File: config.mk
export PLATFORM = sky130hd
export DESIGN_NAME = acc_stack_unit
export DESIGN_NICKNAME = d
export VERILOG_FILES = /design/src/rtl/alu_pkg.sv /design/src/rtl/lifo_stack.sv /design/src/rtl/acc_stack_unit.sv
export SDC_FILE = /design/constraint.sdc
export NUM_CORES = 1
export LEC_CHECK = 0
export CORE_ASPECT_RATIO = 0.7
export CORE_UTILIZATION = 60
export DETAILED_ROUTE_END_ITERATION = 6
export GPL_ROUTABILITY_DRIVEN = 0
export HOLD_SLACK_MARGIN = 0.05
export PLACE_DENSITY = 0.83
export SYNTH_ARGS = -nofsm -noshare
export SYNTH_HDL_FRONTEND = slang
export SYNTH_SLANG_ARGS = --single-unit
File: constraint.sdc
create_clock -name clk -period 7.62 [get_ports clk]
set_input_delay 1.524 -clock clk [delete_from_list [all_inputs] [get_ports clk]]
set_output_delay 1.524 -clock clk [all_outputs]
set_load 0.02 [all_outputs]
File: src/rtl/alu_pkg.sv
// Shared opcode encoding for the accumulator ALU and its writeback stage.
// Latency: none (types and constants only).
// Backpressure: none.
package alu_pkg;

  localparam int DW_DEF = 8;

  typedef enum logic [3:0] {
    OP_SHIFT = 4'b0000,
    OP_BR0   = 4'b0001,
    OP_BR1   = 4'b0010,
    OP_BR2   = 4'b0011,
    OP_LOAD  = 4'b0100,
    OP_STORE = 4'b0101,
    OP_PUSH  = 4'b0110,
    OP_POP   = 4'b0111,
    OP_AND   = 4'b1000,
    OP_OR    = 4'b1001,
    OP_XOR   = 4'b1010,
    OP_NOT   = 4'b1011,
    OP_ADD   = 4'b1100,
    OP_SUB   = 4'b1101,
    OP_RSVD  = 4'b1110,
    OP_ACK   = 4'b1111
  } alu_op_t;

endpackage

File: src/rtl/lifo_stack.sv
// Operand LIFO: saturating push/pop with a one-cycle error pulse on overflow/underflow.
// Latency: count/top update on the edge after push/pop; dout reads the current top combinationally from storage.
// Backpressure: none; a push when full or a pop when empty is dropped and flagged on err_pulse.
// Ports: clk, rst_n (async active-low); push, pop, din in; dout, count, full, empty, err_pulse out.
// Macro STK_PEEK_EN adds a registered 'top' output (0 when empty).
module lifo_stack #(
  parameter int DW    = 8,
  parameter int DEPTH = 8,
  parameter int PW    = $clog2(DEPTH) + 1
) (
  input  logic          clk,
  input  logic          rst_n,
  input  logic          push,
  input  logic          pop,
  input  logic [DW-1:0] din,
  output logic [DW-1:0] dout,
  output logic [PW-1:0] count,
  output logic          full,
  output logic          empty,
  output logic          err_pulse
`ifdef STK_PEEK_EN
  ,
  output logic [DW-1:0] top
`endif
);

  localparam int IW = $clog2(DEPTH);

  logic [DW-1:0] mem [DEPTH];
  logic [IW-1:0] wr_idx;
  logic [IW-1:0] rd_idx;
  logic          do_push;
  logic          do_pop;

  assign full      = (count == PW'(DEPTH));
  assign empty     = (count == '0);
  assign do_push   = push && !full;
  assign do_pop    = pop && !empty;
  assign err_pulse = (push && full) || (pop && empty);

  // count < DEPTH whenever a push is accepted, so the truncated index is exact.
  assign wr_idx = IW'(count);
  assign rd_idx = IW'(count - PW'(1));
  assign dout   = mem[rd_idx];

  always_ff @(posedge clk) begin
    if (do_push) mem[wr_idx] <= din;
  end

  always_ff @(posedge clk or negedge rst_n) begin
    if (!rst_n) begin
      count <= '0;
    end else if (do_push) begin
      count <= count + PW'(1);
    end else if (do_pop) begin
      count <= count - PW'(1);
    end
  end

`ifdef STK_PEEK_EN
  logic [IW-1:0] below_idx;
  assign below_idx = IW'(count - PW'(2));

  // After a pop the new top is the entry beneath the current one, or 0 if the stack drains.
  always_ff @(posedge clk or negedge rst_n) begin
    if (!rst_n) begin
      top <= '0;
    end else if (do_push) begin
      top <= din;
    end else if (do_pop) begin
      top <= (count >= PW'(2)) ? mem[below_idx] : '0;
    end
  end
`endif

endmodule

File: src/rtl/acc_stack_unit.sv
// Writeback stage: latches ALU result into acc/carry/zero/parity and drives the push/pop operand stack.
// Latency: 1 cycle from committed ALU inputs to acc/flags/stack outputs; all outputs registered.
// Backpressure: none; stack overflow/underflow drops the op and sets sticky stk_err (cleared by ACK).
// Ports: clk, rst_n; wr_en, alu_op, alu_result, alu_cout in;
//        acc, carry, flag_zero, flag_pari, stk_count, stk_full, stk_empty, stk_err out.
// Macro STK_PEEK_EN adds output stk_top (registered top-of-stack, 0 when empty).
module acc_stack_unit
  import alu_pkg::*;
#(
  parameter int DW    = DW_DEF,
  parameter int DEPTH = 8,
  parameter int PW    = $clog2(DEPTH) + 1
) (
  input  logic          clk,
  input  logic          rst_n,
  input  logic          wr_en,
  input  logic [3:0]    alu_op,
  input  logic [DW-1:0] alu_result,
  input  logic          alu_cout,
  output logic [DW-1:0] acc,
  output logic          carry,
  output logic          flag_zero,
  output logic          flag_pari,
  output logic [PW-1:0] stk_count,
  output logic          stk_full,
  output logic          stk_empty,
  output logic          stk_err
`ifdef STK_PEEK_EN
  ,
  output logic [DW-1:0] stk_top
`endif
);

  alu_op_t       op;
  logic          push;
  logic          pop;
  logic          err_pulse;
  logic [DW-1:0] stk_dout;
  logic          acc_we;
  logic          carry_we;
  logic          ack;
  logic [DW-1:0] acc_nxt;

  assign op = alu_op_t'(alu_op);

  always_comb begin
    push     = 1'b0;
    pop      = 1'b0;
    acc_we   = 1'b0;
    carry_we = 1'b0;
    ack      = 1'b0;
    acc_nxt  = alu_result;
    if (wr_en) begin
      unique case (op)
        OP_SHIFT, OP_ADD, OP_SUB: begin
          acc_we   = 1'b1;
          carry_we = 1'b1;
        end
        OP_AND, OP_OR, OP_XOR, OP_NOT, OP_LOAD: acc_we = 1'b1;
        OP_PUSH: push = 1'b1;
        OP_POP: begin
          pop     = 1'b1;
          acc_we  = !stk_empty;
          acc_nxt = stk_dout;
        end
        OP_ACK: ack = 1'b1;
        default: ;
      endcase
    end
  end

  lifo_stack #(
    .DW    (DW),
    .DEPTH (DEPTH),
    .PW    (PW)
  ) u_stack (
    .clk       (clk),
    .rst_n     (rst_n),
    .push      (push),
    .pop       (pop),
    .din       (alu_result),
    .dout      (stk_dout),
    .count     (stk_count),
    .full      (stk_full),
    .empty     (stk_empty),
    .err_pulse (err_pulse)
`ifdef STK_PEEK_EN
    ,
    .top       (stk_top)
`endif
  );

  // Flags are derived from the value being written, not from the ALU's own flag outputs.
  always_ff @(posedge clk or negedge rst_n) begin
    if (!rst_n) begin
      acc       <= '0;
      carry     <= 1'b0;
      flag_zero <= 1'b1;
      flag_pari <= 1'b0;
      stk_err   <= 1'b0;
    end else begin
      if (ack) begin
        acc       <= '0;
        carry     <= 1'b0;
        flag_zero <= 1'b1;
        flag_pari <= 1'b0;
        stk_err   <= 1'b0;
      end else begin
        if (acc_we) begin
          acc       <= acc_nxt;
          flag_zero <= (acc_nxt == '0);
          flag_pari <= ^acc_nxt;
        end
        if (carry_we) carry <= alu_cout;
        if (err_pulse) stk_err <= 1'b1;
      end
    end
  end

endmodule

==> metrics.txt, run 1 <==
status=finished, final reports clean; clk slew on worst S/H paths=0.09 ns; DRT antenna net count=0; Commonest cells post-synth=edfxtp_1, mux2i_1, nand2_1; vias in the first global route=2110; Final Slew Violations=0; post-synthesis mux area share=9.044%; Yosys warnings=0; post-DR vias/cell=6.026; final worst path period share=56.77%; IO Count=34; Simple-Gate Fraction of Synth Area=10.96%; adder-cell share of the synthesized area=2.055%; pwr dens=330.1 nW/µm²; MaxCap Viol Count=0; Max VDD drop=163.1 µV; clk root buf=clkbuf_8; top cells by area, synth=edfxtp_1, dfrtp_1, mux2i_1, a31oi_2, nand2_1; distinct cell type count of the synthesized netlist=43; post-synthesis compound-gate area fraction=9.318%; CP startpoint kind=input pin; Min-Delay Path Class=flip-flop to flip-flop; ys async rst share=20.00%; routed via count=2296; fillers=373; Detailed Routing Iterations Pass 1=5; CTS tree=built; post-route cell area=4177 µm²; Inserted Diodes=0; hold_buf cts=0; DP Cell Count=365; crit path time final=4.326 ns; largest net degree at the start of global routing=21; die extent in y=67.28 µm; Seq/Total Area, Yosys=63.62%; Util after Layout=72.20%; final count of hold timing violations=0; num rows=23; post-synthesis cell area=3652 µm²; CTS Buffer Depth=2; WL/cell=19.41 µm; Routed Wire Length=7.396 mm; CP max stage cell=nor2_1; area occupied by multi-input gates=1199 µm²; cell with the most instances after synthesis=edfxtp_1; input/output buffers=33; placed instance area=3999 µm²; WP buf/inv=1; post-CTS setup buffers=0; H-tree levels=3; total CTS buffers=9; initial antenna violation count=0; DR DRC count=0; sequential cell area=2323 µm²; core area=5784 µm²; later-pin clock latency in the skew report=0.35 ns; first-pass GRT wire length=11.14 mm; Post-CTS Resized=0; Cell Count, Final, Fillers Out=381; Required @ worst endpoint=7.89 ns; dominant combinational cell family by area after synthesis=simple AND/OR/NAND/NOR gates; Worst EP arrival=4.60 ns; worst-path cell chain=clkdlybuf4s50_1, and3_1, nand2_1, nor2_1, nand4_1, a21boi_1, ha_1, xor2_1, xnor2_1, nand3_1, o21ai_1; initial core utilization=63.14%; Leak Pwr=1.481 nW; initial DRC count=204; syn_area_per_cell=13.53 µm²; area leader, netlist=edfxtp_1; clk sink count=80; Setup CP Type=input pin to flip-flop; Slew @ Worst Pin=1.102 ns; Max FO, Critical Path=11; slowest stage delay, CP=0.69 ns; Die Wd=95.25 µm; Mapped Cells=270; Top FF cell, synth=edfxtp_1; TNS Setup=0 ns; FMAX=231.2 MHz; Top Family by Delay on Critical Path=simple AND/OR/NAND/NOR gates; RSZ-0062 raised after global routing=false; Post-Synth XOR/XNOR Area=1.439%; Seq cells post-synth=80; P&R area growth vs syn=14.35%; Post-DP HPWL=5.163 mm; Setup-failing EPs final=0; post-synth top area share=52.62%; GRT overflow=0; flop-to-flop setup slack=3.62 ns; layout cells sized above 1=13.07%; Total Nets Final=323; Worst Skew=0.01034 ns; GRT Total Usage=25.35%; EDFF count, synth=64; syn nets=292; Rel. slew slack=26.56%; Die ar.=6408 µm²; Setup crit end kind=flip-flop
## worst paths after layout
| check | start | end | cells after the start |
|---|---|---|---|
| hold / removal | stk_err | stk_err | 1 |
| setup reg to reg | u_stack.count[0] | flag_pari | 12 |
| hold reg to reg | stk_err | stk_err | 1 |
| min in group asynchronous | rst_n | acc[3] | 1 |
| setup / recovery | alu_op[2] | flag_pari | 11 |
| max in group asynchronous | rst_n | acc[5] | 1 |
## through the flow
step           power [mW]  hold WS [ns]  worst slack [ns]
6_report            1.379        0.5101             3.294
5_1_grt             1.436        0.5426             3.094
4_1_cts             1.375        0.5124             3.344
3_5_place_dp        1.101        0.4935             3.011
3_3_place_gp        1.091        0.4810             3.150
2_1_floorplan      0.9504        0.5315             4.359
## cell families after synthesis
family	count (synthesis)
flops	80
simple gates	79
compound gates	43
mux	33
buf+inv	23
xor+xnor	6
fa+ha+maj	6
## worst reg2reg max path, cell delays in order, from the launching register on
cell	delay (ns)
dfrtp_1	0.81
inv_2	0.13
ha_1	0.89
buf_4	0.45
mux2i_1	0.15
a22oi_1	0.26
nand4_1	0.17
a21boi_1	0.21
ha_1	0.30
xnor2_1	0.19
xnor2_1	0.14
nand3_1	0.09
o21ai_1	0.13
## placed cells by master (no fill, tap or decap), drive strengths merged, types with 2 or more instances in the layout
master,netlist,routed
buf,15,4
ha,6,6
mux2i,33,33
clkdlybuf4s50,0,33
dfrtp,15,15
nor2,25,25
xnor2,5,5
o21ai,3,3
a22oi,8,8
nor3,3,3
nand3,11,11
nand4,9,9
a31oi,9,9
clkinv,0,3
a21boi,9,9
inv,6,9
clkbuf,2,9
a21oi,7,7
nor3b,2,2
and2,2,2
edfxtp,64,64
nand2,22,22
## area by class of cell
type	count	area share, %
inverter	6	0.5392
tap	75	2.247
clock inverter	7	1.288
multi-input combinational	167	28.70
clock buffer	9	2.966
timing repair buffer	37	8.628
sequential	80	55.63
## flip-flops by register name, indices dropped and copies added (netlist names)
register	count
u_stack.count	4
stk_err	1
carry	1
acc	8
flag_pari	1
flag_zero	1
u_stack.mem	64
## layer usage
metal,vias to the layer above,track usage [%],wire length (µm)
met5,-,0,0
met4,0,8.333,72
met3,6,6.757,561
met2,95,39.55,3553
met1,1121,34.90,3209
li1,1074,-,-
## power breakdown
| group | switching (mW) | internal [mW] |
|---|---|---|
| combinational | 0.310 | 0.236 |
| clock | 0.160 | 0.122 |
| sequential | 0.0513 | 0.501 |
Note: power is estimated with default switching activity, not from simulation.
==> inputs of run 2 (changes only) <==
--- a/config.mk
+++ b/config.mk
@@ -6,11 +6,11 @@
 export NUM_CORES = 1
 export LEC_CHECK = 0
 export CORE_ASPECT_RATIO = 0.7
-export CORE_UTILIZATION = 60
+export CORE_UTILIZATION = 57
 export DETAILED_ROUTE_END_ITERATION = 6
 export GPL_ROUTABILITY_DRIVEN = 0
 export HOLD_SLACK_MARGIN = 0.05
-export PLACE_DENSITY = 0.83
+export PLACE_DENSITY = 0.79
 export SYNTH_ARGS = -nofsm -noshare
 export SYNTH_HDL_FRONTEND = slang
 export SYNTH_SLANG_ARGS = --single-unit
==> constraint.sdc (replaced) <==
create_clock -name clk -period 4.2 [get_ports clk]
set_input_delay 0.84 -clock clk [delete_from_list [all_inputs] [get_ports clk]]
set_output_delay 0.84 -clock clk [all_outputs]
set_load 0.02 [all_outputs]
==> metrics.txt, run 2 (synthesis gave the netlist of run 1 again) <==
status=complete, but fails checks (was finished, final reports clean); failing checks=design-rule violations; clk sink count=80 (unchanged); clk slew on worst S/H paths=0.08 ns (was 0.09 ns); CP startpoint kind=flip-flop (was input pin); hold_buf cts=0 (unchanged); Logic pwr share=39.0% (was 39.6%); switching part of the total=34.95% (was 37.77%); vias in the first global route=2261 (was 2110); crit path time final=3.158 ns; num rows=23 (unchanged); Internal Pwr Total=1.716 mW (was 0.8579 mW); first-pass GRT wire length=11.61 mm (was 11.14 mm); layout cells sized above 1=14.19% (was 13.07%); Max FO, Critical Path=10 (was 11); P&R area growth vs syn=16.65% (was 14.35%); largest net degree at the start of global routing=21 (unchanged); H-tree levels=3 (unchanged); Leak Pwr=1.525 nW (was 1.481 nW); Routed Wire Length=7.381 mm (was 7.396 mm); Die Wd=97.68 µm (was 95.25 µm); MaxCap Viol Count=0 (unchanged); final count of hold timing violations=0 (unchanged); Largest Register=u_stack.mem (unchanged); Worst Skew=0.01064 ns (was 0.01034 ns); clk root buf=clkbuf_8 (unchanged); Largest regs=u_stack.mem x64, acc x8, u_stack.count x4 (unchanged); Max VDD drop=334.9 µV (was 163.1 µV); pwr dens=619.1 nW/µm² (was 330.1 nW/µm²); input/output buffers=33 (unchanged); DR DRC count=4 (was 0); max FFs per register=64 (unchanged); switching pwr=0.9217 mW (was 0.5208 mW); Worst EP arrival=2.32 ns (was 4.60 ns); IO Count=34 (unchanged); initial DRC count=176 (was 204); post-DR vias/cell=5.969 (was 6.026); placed instance area=4029 µm² (was 3999 µm²); RSZ-0062 raised after global routing=false (unchanged); Post-DP HPWL=5.236 mm (was 5.163 mm); Sequential Power Share=36.7% (was 40.0%); Slew @ Worst Pin=0.8813 ns (was 1.102 ns); Die ar.=6737 µm² (was 6408 µm²); total CTS buffers=9 (unchanged); Detailed Routing Iterations Pass 1=7 (was 5); post-route cell area=4260 µm² (was 4177 µm²); Final Slew Violations=0 (unchanged); core area=5957 µm² (was 5784 µm²); GRT overflow=0 (unchanged); Setup CP Type=flip-flop to output port (was input pin to flip-flop); DRT antenna net count=0 (unchanged); commonest non-fill, non-tap cell in the layout=edfxtp_1 (unchanged); later-pin clock latency in the skew report=0.35 ns (about the same); final worst path period share=75.19%; total power=2.638 mW (was 1.379 mW); clock network power share=24.2% (was 20.4%); GRT Total Usage=24.13% (was 25.35%); Inserted Diodes=0 (unchanged); CTS tree=built (unchanged); initial core utilization=61.31% (was 63.14%); TNS Setup=0 ns (unchanged); initial antenna violation count=0 (unchanged); Required @ worst endpoint=3.36 ns (was 7.89 ns); Total Nets Final=327 (was 323); Setup crit end kind=output port (was flip-flop); die extent in y=68.97 µm (was 67.28 µm); Post-CTS Resized=0 (unchanged); FMAX=316.7 MHz; Setup-failing EPs final=0 (unchanged); commonest non-fill, non-tap cells in the layout=edfxtp_1, mux2i_1, clkdlybuf4s50_1, nand2_1 (unchanged); Min-Delay Path Class=flip-flop to flip-flop (unchanged); Rel. slew slack=41.03% (was 26.56%); routed via count=2298 (was 2296); post-CTS setup buffers=0 (unchanged); WL/cell=19.17 µm (was 19.41 µm); CTS Buffer Depth=2 (unchanged)
==> run 2: cell count changes in the layout (fill, tap and decap cells not counted) <==
cell,previous run,this run
buf_4,4,8
bufinv_16,0,2
clkbuf_8,9,11
clkbuf_1,0,1
clkinv_1,1,0
clkinv_2,1,0
clkinv_4,1,0
inv_6,2,1
inv_8,1,0
==> run 2: worst paths after layout <==
kind,cells after the start,to,slack [ns],start
min,1,stk_err,0.50,stk_err
min reg2reg,1,stk_err,0.50,stk_err
min in group asynchronous,1,acc[4],0.93,rst_n
max reg2reg,13,flag_pari,1.11,u_stack.count[1]
max,4,stk_empty,1.04,u_stack.count[1]
max in group asynchronous,1,u_stack.count[2],2.79,rst_n
==> run 2: worst max-delay path: stages, from the launching register on <==
cell,delay [ns]
dfrtp_1,0.50
inv_1,0.12
ha_1,0.34
nor3b_4,0.35
clkdlybuf4s50_1,0.67
==> run 2: layer usage <==
metal / share of wire (%) / up-vias / global-route usage, %
li1: - / 1083 / -
met1: 45 / 1120 / 32.33
met2: 48 / 93 / 39.89
met3: 7.0 / 2 / 6.754
met4: 0.33 / 0 / 5.871
met5: 0 / - / 0
==> run 2: layout make-up <==
class / count / area (µm²)
Tap cell: 75 / 93.84
Inverter: 6 / 22.52
Timing Repair Buffer: 41 / 390.4
Fill cell: 410 / 1697
Multi-Input combinational cell: 167 / 1199
Clock buffer: 12 / 155.1
Clock inverter: 4 / 76.32
Sequential cell: 80 / 2323
==> run 2: power groups by stage <==
stage | clock network [mW] | registers, mW | logic [mW]
floorplan | 0 | 1.01 | 0.710
global placement | 0 | 0.983 | 1.01
detailed placement | 0 | 0.984 | 1.02
CTS | 0.653 | 0.968 | 1.03
global route | 0.678 | 0.976 | 1.12
finish | 0.639 | 0.968 | 1.03
==> run 2: per-stage QoR <==
stage	util [%]	setup WS, ns	hold WS [ns]	instances
floorplan	-	1.374	0.5315	270
global route	71.52	0.7881	0.5256	385
CTS	71.52	1.032	0.4987	385
detailed placement	67.63	0.8011	0.4797	369
finish	71.52	1.042	0.4953	385
global placement	67.63	0.8654	0.4773	369
==> inputs of run 3 (changes only) <==
==> constraint.sdc (replaced) <==
create_clock -name clk -period 2.97 [get_ports clk]
set_input_delay 0.594 -clock clk [delete_from_list [all_inputs] [get_ports clk]]
set_output_delay 0.594 -clock clk [all_outputs]
set_load 0.02 [all_outputs]
==> metrics.txt, run 3 (synthesis gave the netlist of run 1 again) <==
initial antenna violation count=0 (unchanged); commonest non-fill, non-tap cell in the layout=edfxtp_1 (unchanged); P&R area growth vs syn=19.73% (was 16.65%); TNS Setup=0 ns (unchanged); failing checks=design-rule violations (unchanged); Final Slew Violations=0 (unchanged); MaxCap Viol Count=0 (unchanged); Leak Pwr=1.602 nW (was 1.525 nW); CTS Buffer Depth=2 (unchanged); Sequential Power Share=36.3% (was 36.7%); Max VDD drop=473.7 µV (was 334.9 µV); CP startpoint kind=flip-flop (unchanged); Largest regs=u_stack.mem x64, acc x8, u_stack.count x4 (unchanged); clk slew on worst S/H paths=0.09 ns (was 0.08 ns); hold_buf cts=0 (unchanged); WL/cell=18.54 µm (was 19.17 µm); pwr dens=848.4 nW/µm² (was 619.1 nW/µm²); crit path time final=2.784 ns; Detailed Routing Iterations Pass 1=7 (unchanged); Die Wd=97.68 µm (unchanged); vias in the first global route=2247 (was 2261); Inserted Diodes=0 (unchanged); Internal Pwr Total=2.369 mW (was 1.716 mW); post-DR vias/cell=5.913 (was 5.969); worst setup margin=0.1861 ns (was 1.042 ns); Post-CTS Resized=0 (unchanged); largest net degree at the start of global routing=29 (was 21); switching pwr=1.341 mW (was 0.9217 mW); Min-Delay Path Class=flip-flop to flip-flop (unchanged); Required @ worst endpoint=2.38 ns (was 3.36 ns); IO Count=34 (unchanged); final worst path period share=93.74%; Rel. slew slack=47.66% (was 41.03%); CTS tree=built (unchanged); core area=5957 µm² (unchanged); Routed Wire Length=7.455 mm (was 7.381 mm); Place WS=0.004380 ns (was 0.8011 ns); worst-path cell chain=inv_2, ha_1, buf_4, nor3b_4, clkdlybuf4s50_1 (was inv_1, ha_1, nor3b_4, clkdlybuf4s50_1); Fin Hold WS=0.5168 ns (was 0.4953 ns); later-pin clock latency in the skew report=0.36 ns (was 0.35 ns); Setup crit end kind=output port (unchanged); WP buf/inv=3 (was 2); post-CTS setup buffers=0 (unchanged); max FFs per register=64 (unchanged); H-tree levels=3 (unchanged); DR DRC count=4 (unchanged); layout cells sized above 1=19.27% (was 14.19%); initial DRC count=140 (was 176); slowest stage delay, CP=0.66 ns (was 0.67 ns); total power=3.710 mW (was 2.638 mW); Setup-failing EPs final=0 (unchanged); Worst Skew=0.01155 ns (was 0.01064 ns); Largest Register=u_stack.mem (unchanged); Max FO, Critical Path=7 (was 10); GRT Total Usage=24.25% (was 24.13%); GRT overflow=0 (unchanged); status=complete, but fails checks (unchanged); first-pass GRT wire length=11.54 mm (was 11.61 mm); initial core utilization=61.31% (unchanged); DRT antenna net count=0 (unchanged); Post-DP HPWL=5.421 mm (was 5.236 mm); switching part of the total=36.14% (was 34.95%); final count of hold timing violations=0 (unchanged); CP max stage cell=clkdlybuf4s50_1 (unchanged); flop-to-flop setup slack=0.24 ns (was 1.11 ns); total CTS buffers=9 (unchanged); Slew @ Worst Pin=0.7826 ns (was 0.8813 ns); clock network power share=21.4% (was 24.2%); Top Family by Delay on Critical Path=buffers and inverters (unchanged); routed via count=2377 (was 2298); input/output buffers=33 (unchanged); num rows=23 (unchanged); clk sink count=80 (unchanged); Total Nets Final=344 (was 327); Setup CP Type=flip-flop to output port (unchanged); die extent in y=68.97 µm (unchanged); RSZ-0062 raised after global routing=false (unchanged); clk root buf=clkbuf_8 (unchanged); Die ar.=6737 µm² (unchanged); Worst EP arrival=2.19 ns (was 2.32 ns); Logic pwr share=42.3% (was 39.0%); commonest non-fill, non-tap cells in the layout=edfxtp_1, mux2i_1, clkdlybuf4s50_1, buf_4, nand2_1 (was edfxtp_1, mux2i_1, clkdlybuf4s50_1, nand2_1); FMAX=359.2 MHz
run 3: changes by cell type in the layout (fill, tap and decap cells not counted), sizes merged:
cell	before	now
bufinv	2	1
inv	7	8
clkinvlp	1	2
clkinv	0	1
clkbuf	12	10
buf	8	25
run 3: power by group through the flow:
| stage | Sequential, mW | Clock, mW | Combinational (mW) |
|---|---|---|---|
| finish | 1.35 | 0.794 | 1.57 |
| floorplan | 1.43 | 0 | 1.00 |
| global placement | 1.36 | 0 | 1.53 |
| detailed placement | 1.37 | 0 | 1.55 |
| CTS | 1.35 | 0.807 | 1.56 |
| global route | 1.36 | 0.854 | 1.68 |
run 3: final timing paths:
kind | start | endpoint | depth (start not counted)
min in group asynchronous | rst_n | stk_err | 1
min reg2reg | flag_zero | flag_zero | 2
max reg2reg | u_stack.count[0] | flag_pari | 13
max | u_stack.count[0] | stk_empty | 5
max in group asynchronous | rst_n | acc[2] | 1
min | flag_zero | flag_zero | 2
run 3: cell type report:
type                       instances  area, µm²
fill                             399       1584
clock inverter                     6      67.56
tap                               75      93.84
clock buffer                      10      127.6
inverter                           6      22.52
timing repair buffer              58      530.5
sequential                        80       2323
multi-input combinational        167       1207
run 3: metrics by stage:
step / instances / area [µm²] / util [%]
floorplan: 270 / 3652 / -
global placement: 386 / 4169 / 69.99
detailed placement: 386 / 4169 / 69.99
CTS: 402 / 4364 / 73.26
global route: 402 / 4373 / 73.41
finish: 402 / 4373 / 73.41
run 3: layer usage:
layer  share of wire (%)  global-route usage, %  wire [µm]
met5                   0                      0          0
met1                  44                  31.51       3294
met4                 1.1                  7.955         83
met3                 6.2                  7.661        460
met2                  49                  39.63       3617
run 3: worst min-delay path: cells and delay by family, from the launching register on:
kind | cells | cell delay [ns]
AOI/OAI and AO/OA | 1 | 0.05
and+or+nand+nor | 1 | 0.09
DFF | 1 | 0.38
